### src/rtl/pow2_approx_pipe.sv
// pow2_approx_pipe: two-stage Mitchell antilog, out ~= 2^in, Q(W-Bf).Bf.
// Build option: POW2_APPROX_ROUND_EN rounds half-up on right shifts.
module pow2_approx_pipe #(
  parameter int Bf              = 8,
  parameter int FIX_POINT_WIDTH = 16
) (
  input  logic                       clk,
  input  logic                       rst,
  input  logic                       in_valid,
  output logic                       in_ready,
  input  logic [FIX_POINT_WIDTH-1:0] in_data,
  output logic                       out_valid,
  input  logic                       out_ready,
  output logic [FIX_POINT_WIDTH-1:0] out_data,
  output logic                       out_sat
);

  localparam int W  = FIX_POINT_WIDTH;
  localparam int KW = W - Bf;
  localparam int MW = Bf + 2;

  typedef struct packed {
    logic [KW-1:0] k;
    logic [Bf:0]   m;
    logic          ovf;
    logic          unf;
  } s1_t;

  logic          s1_valid;
  logic          s2_valid;
  logic          ready1;
  logic          ready2;
  s1_t           s1_d;
  s1_t           s1_q;
  logic [W-1:0]  res_d;
  logic          sat_d;
  logic [W-1:0]  data_q;
  logic          sat_q;

  logic signed [KW-1:0] k_in;
  logic signed [KW-1:0] k_s;
  logic                 neg;
  logic [KW-1:0]        sh_l;
  logic [KW-1:0]        sh_r;
  logic [W-1:0]         m_w;
  logic [W-1:0]         shl_res;
  logic [W-1:0]         shr_res;

  assign ready2    = !s2_valid || out_ready;
  assign ready1    = !s1_valid || ready2;
  assign in_ready  = ready1;
  assign out_valid = s2_valid;
  assign out_data  = data_q;
  assign out_sat   = sat_q;

  assign k_in = $signed(in_data[W-1:Bf]);

  // Split the exponent into integer shift and mantissa, flag range
  always_comb begin
    s1_d     = '0;
    s1_d.k   = in_data[W-1:Bf];
    s1_d.m   = {1'b1, in_data[Bf-1:0]};
    s1_d.ovf = int'(k_in) >= KW;
    s1_d.unf = int'(k_in) < -(Bf + 1);
  end

  assign k_s     = $signed(s1_q.k);
  assign neg     = k_s[KW-1];
  assign sh_l    = s1_q.k;
  assign sh_r    = ~s1_q.k + KW'(1);
  assign m_w     = W'(s1_q.m);
  assign shl_res = m_w << sh_l;

`ifdef POW2_APPROX_ROUND_EN
  logic [MW-1:0] half;
  logic [MW-1:0] sum;

  assign half    = MW'(1) << (sh_r - KW'(1));
  assign sum     = {1'b0, s1_q.m} + half;
  assign shr_res = W'(sum >> sh_r);
`else
  assign shr_res = W'(s1_q.m >> sh_r);
`endif

  // Pick saturate, flush-to-zero or the shifted mantissa
  always_comb begin
    res_d = '0;
    sat_d = 1'b0;
    unique case (1'b1)
      s1_q.ovf: begin
        res_d = '1;
        sat_d = 1'b1;
      end
      s1_q.unf: res_d = '0;
      !neg && !s1_q.ovf: res_d = shl_res;
      neg && !s1_q.unf:  res_d = shr_res;
      default: ;
    endcase
  end

  // Stage 1 register: captures the decoded input word
  always_ff @(posedge clk or posedge rst) begin
    if (rst) begin
      s1_valid <= 1'b0;
      s1_q     <= '0;
    end else if (ready1) begin
      s1_valid <= in_valid;
      if (in_valid) s1_q <= s1_d;
    end
  end

  // Stage 2 register: holds the result until the consumer takes it
  always_ff @(posedge clk or posedge rst) begin
    if (rst) begin
      s2_valid <= 1'b0;
      data_q   <= '0;
      sat_q    <= 1'b0;
    end else if (ready2) begin
      s2_valid <= s1_valid;
      if (s1_valid) begin
        data_q <= res_d;
        sat_q  <= sat_d;
      end
    end
  end

endmodule
### config.mk
export PLATFORM = sky130hd
export DESIGN_NAME = pow2_approx_pipe
export DESIGN_NICKNAME = d
export VERILOG_FILES = /design/src/rtl/pow2_approx_pipe.sv
export SDC_FILE = /design/constraint.sdc
export NUM_CORES = 1
export LEC_CHECK = 0
export CORE_MARGIN = 2
export CORE_UTILIZATION = 45
export CTS_CLUSTER_DIAMETER = 150
export DETAILED_ROUTE_END_ITERATION = 12
export PLACE_DENSITY = 0.75
export SYNTH_ARGS = -nofsm -noshare
export SYNTH_HDL_FRONTEND = slang
export SYNTH_SLANG_ARGS = --single-unit
### constraint.sdc
create_clock -name clk -period 2.76 [get_ports clk]
set_clock_uncertainty 0.1 [all_clocks]
set_input_delay 0.552 -clock clk [delete_from_list [all_inputs] [get_ports clk]]
set_output_delay 0.552 -clock clk [all_outputs]
set_load 0.005 [all_outputs]
**Word-level counts from Yosys, hierarchy flattened**

Cells that the tools add are included.

- Register bits: 38

- Add/subtract/negate cells: 1
- Magnitude comparators: 2
- Shift operators: 2
- Mux-type cells: 2
- Bitwise gates (word level): 1
- Reductions and logical operators: 11

Operator list:

| cell | count |
|---|---|
| 16-bit one-hot mux with 3 select lines | 1 |
| 9-bit by 8-bit left shift with 16-bit output | 1 |
| 9-bit by 8-bit right shift with 16-bit output | 1 |
| 8-bit by 1-bit adder with 8-bit output (second input constant) | 1 |
| 8-bit by 5-bit greater-or-equal comparator with 1-bit output (second input constant) | 1 |
| 8-bit by 5-bit less-than comparator with 1-bit output (second input constant) | 1 |
| 8-bit NOT | 1 |
| 1-bit zero test | 5 |
| 2-bit AND reduction | 2 |
| 1-bit logical AND | 2 |
| 1-bit logical OR | 2 |
| 1-bit two-way mux | 1 |

**Longest topological paths before layout**

- Word-level depth: 4
- Mapped depth: 11

**Worst setup path before layout**

OpenSTA, ideal clock, no wires.

- Path type: register -> register
- Start: reg s1_q (netlist bit k_s[0])
- End: reg data_q[0] (netlist: out_data[0])
- Data arrival time: 2.522 ns
- Required time: 2.515 ns
- Slack: -0.008 ns
- Stages on the path, launching flop included: 10
- Path buffers: 2
- Period minus slack after synthesis: 2.768 ns
- Cells stage by stage: dfrtp_1 -> buf_2 -> buf_2 -> inv_1 -> ha_1 -> xnor2_4 -> mux4_2 -> or2_2 -> nand4_1 -> a221oi_2

- Cells in the longest elaborated chain, start to end: 4
- Elaborated cells on any way between the ends: 5
- Classes of those cells: 1 x add/sub; 2 x shift; 1 x mux; 1 x bitwise

Ends and longest elaborated chain:

| element | line | text |
|---|---|---|
| start, declared | 34 | `s1_t s1_q;` |
| start signal, assigned | 105 | `s1_q <= '0;` |
| start signal, assigned | 108 | `if (in_valid) s1_q <= s1_d;` |
| 8-bit NOT | 70 | `assign sh_r = ~s1_q.k + KW'(1);` |
| 8-bit by 1-bit adder with 8-bit output | 70 |  |
| 9-bit by 8-bit right shift with 16-bit output | 82 | `assign shr_res = W'(s1_q.m >> sh_r);` |
| 16-bit one-hot mux with 3 select lines * | 89 | `unique case (1'b1)` |
| end signal, assigned | 121 | `data_q <= res_d;` |
| end, declared | 37 | `logic [W-1:0] data_q;` |

Mark *: on every way between the ends. The rest lies on a longest branch, timed or not.
A chain may end at the register's enable or synchronous reset.

**Worst setup path in the final report**

Same ends and word-level chain as after synthesis.

==> results.ini <==
[status]
outcome = complete, no violations

[place]
place_hpwl_um = 4530
dp_worst_setup_slack_ns = 0.180
place_inst = 351
post_dp_cell_area_um2 = 3050
portBuffers = 38
routabilityCongestion = 1.02

[synthesis]
netlist_top_cells_area = dfrtp_1 37%, mux2_2 8.2%, mux2i_1 7.3%
syn_inst = 251
ys_warn_count = 0
synth_top_area_share_pct = 36.7
ys.flop_type = dfrtp_1
synth_seq_cells = 38
avgSynthCellArea_um2 = 10.3
yosysSeqAreaShare_pct = 36.7
synth.net_count = 272
yosysUniqueCellTypes = 51
synth_edf_count = 0
synth_top_cell_by_area = dfrtp_1
synthArstFlopShare_pct = 100
synthesis.area_um2 = 2590

[pwr]
p_sw_mw = 0.678
p_leak_nw = 1.25
powerDensity_nw_per_um2 = 628
vdd_drop_max_uv = 419
pwr-share-seq_pct = 38.5
p_total_mw = 1.96
p_comb_share_pct = 42.1
sw_frac_of_total_pct = 34.5
internal-power_mw = 1.29
clkPwrFrac_pct = 19.4

[clock_network]
root_buffer = clkbuf_8
cts-resized-gates = 0
postCtsSetupBuffers = 0
clk_latency_ns = 0.29
htreeDepth = 2
cts.reportedPaths.clkPinSlew_ns = 0.07
cts_sinks = 38
cts_buffers = 5
holdBufCountCts = 0
cts_tree = done
cts_buffer_depth = 2

[floorplan]
dieArea_um2 = 6390
start_util_pct = 46.8
fp.dieH_um = 79.9
fp-row-count = 27
core_area_um2 = 5540
io_pins = 39
die_w_um = 79.9

[job]
cap_violations = 0

[drt]
drtIter0Drc = 93
routed_wl_um = 5990
final_antenna_net_count = 0
viasPerCell = 5.96
firstDrtPassIters = 4
wire_per_inst_um = 16.8
vias = 2129
drc = 0

[setup_path]
cp-end-kind = flop
cp-start-kind = flop
worst-endpoint-required_ns = 2.82
path_class = reg -> reg
cp_max_fo = 10
cp.arrival_ns = 2.50

[global_route]
grt_max_degree = 39
grt_pass1_vias = 2063
grt_pass1_wl_um = 10000
grtUsageTotal_pct = 20.1
grt_overflow = 0
antenna_found_initial = 0

[timing]
fin_crit_ns = 2.44
hold_violations = 0
tightestPinTransition_ns = 0.666
maxSlewViolCount = 0
max_freq_mhz = 410
fin_hold_ws_ns = 0.393
fin_ws_ns = 0.321
setup_tns_ns = 0
maxSlewHeadroom_pct = 55.2
setup_viol = 0
rsz0062_at_grt = no
min_period_over_period_pct = 88.4

[layout]
fin_area_um2 = 3130
drive_gt1_share_pct = 17.9
insertedDiodeCount = 0
final_core_util_pct = 56.5
area_growth_pct = 20.6
fillCellCount = 516
finalNonFillerCells = 357
nets = 307

[min_path]
min_path_type = reg -> reg

## registers in the layout, indices dropped and copies added, names as in the netlist
| signal | flops |
|---|---|
| k_s | 8 |
| m_w | 9 |
| out_data | 16 |
| out_sat | 1 |
| out_valid | 1 |
| s1_q | 2 |
| s1_valid | 1 |
## per-layer routing
layer	wire length [µm]	up-vias	GRT usage, %
met5	0	-	0
met4	114	0	7.46
met3	401	15	4.64
met2	2680	76	29.5
met1	2800	1016	28.9
li1	-	1022	-
## Yosys cell counts (2+ instances only)
cell / count
a21boi_0: 2
a21o_1: 2
a21oi_1: 12
a221o_1: 5
a22o_1: 2
and2_1: 3
and3_1: 2
buf_2: 3
clkbuf_1: 14
dfrtp_1: 38
inv_1: 5
mux2_2: 19
mux2i_1: 19
mux4_2: 7
nand2_1: 18
nand2b_1: 10
nand3_1: 8
nand3b_1: 3
nor2_1: 8
nor2b_1: 2
nor3_1: 3
nor3b_1: 4
nor4_1: 5
o211ai_1: 5
o21ai_0: 13
o221ai_1: 3
o22ai_1: 5
o31a_1: 2
or3_1: 5
or4_4: 2
xnor2_1: 2
## critical path, stage by stage, from the launching register on
cell	delay, ns
dfrtp_1	0.37
inv_1	0.10
ha_1	0.31
xnor2_4	0.41
mux4_2	0.55
or2_2	0.28
nand4_1	0.12
a221oi_2	0.07
## power groups by stage
| stage | Clock (mW) | Sequential (mW) | Combinational [mW] |
|---|---|---|---|
| after global placement | 0 | 0.761 | 0.810 |
| final | 0.380 | 0.757 | 0.828 |
| after CTS | 0.387 | 0.755 | 0.826 |
| after floorplan | 0 | 0.726 | 0.585 |
| after detailed placement | 0 | 0.767 | 0.823 |
| after global routing | 0.410 | 0.773 | 0.898 |
## layout make-up
cell class                      count  area [µm²]  area share (%)
Multi-Input combinational cell    188        1530            49.0
Sequential cell                    38         951            30.4
Timing Repair Buffer               47         448            14.3
Tap cell                           72        90.1            2.88
Inverter                            6        22.5           0.720
Clock buffer                        6        82.6            2.64
## cell families after synthesis
family	share of synthesized area, %
AOI/OAI and AO/OA	17.8
muxes	22.7
and+or+nand+nor	16.4
DFF	36.7
adders and majority gates	0.482
buffers and inverters	4.20
xor gates and xnor gates	1.74
## cell usage in the layout, fill, tap and decap left out, types with 7 or more instances in the layout
cell             synthesis  layout
clkdlybuf4s50_1          0      38
dfrtp_1                 38      38
mux2_2                  19      19
mux2i_1                 19      19
nand2_1                 18      18
o21ai_0                 13      13
a21oi_1                 12      12
nand2b_1                10      10
buf_4                    1       9
nor2_1                   8       8
nand3_1                  8       8
mux4_2                   7       7
## worst paths after layout
kind,start,to,slack [ns],depth (start not counted)
max,k_s[0],out_data[0],0.32,7
min,out_sat,out_sat,0.39,1
max reg2reg,k_s[0],out_data[0],0.32,7
min reg2reg,out_sat,out_sat,0.39,1
max in group asynchronous,rst,out_sat,1.65,3
min in group asynchronous,rst,out_data[11],0.57,3
(Power assumes the default switching activity.)
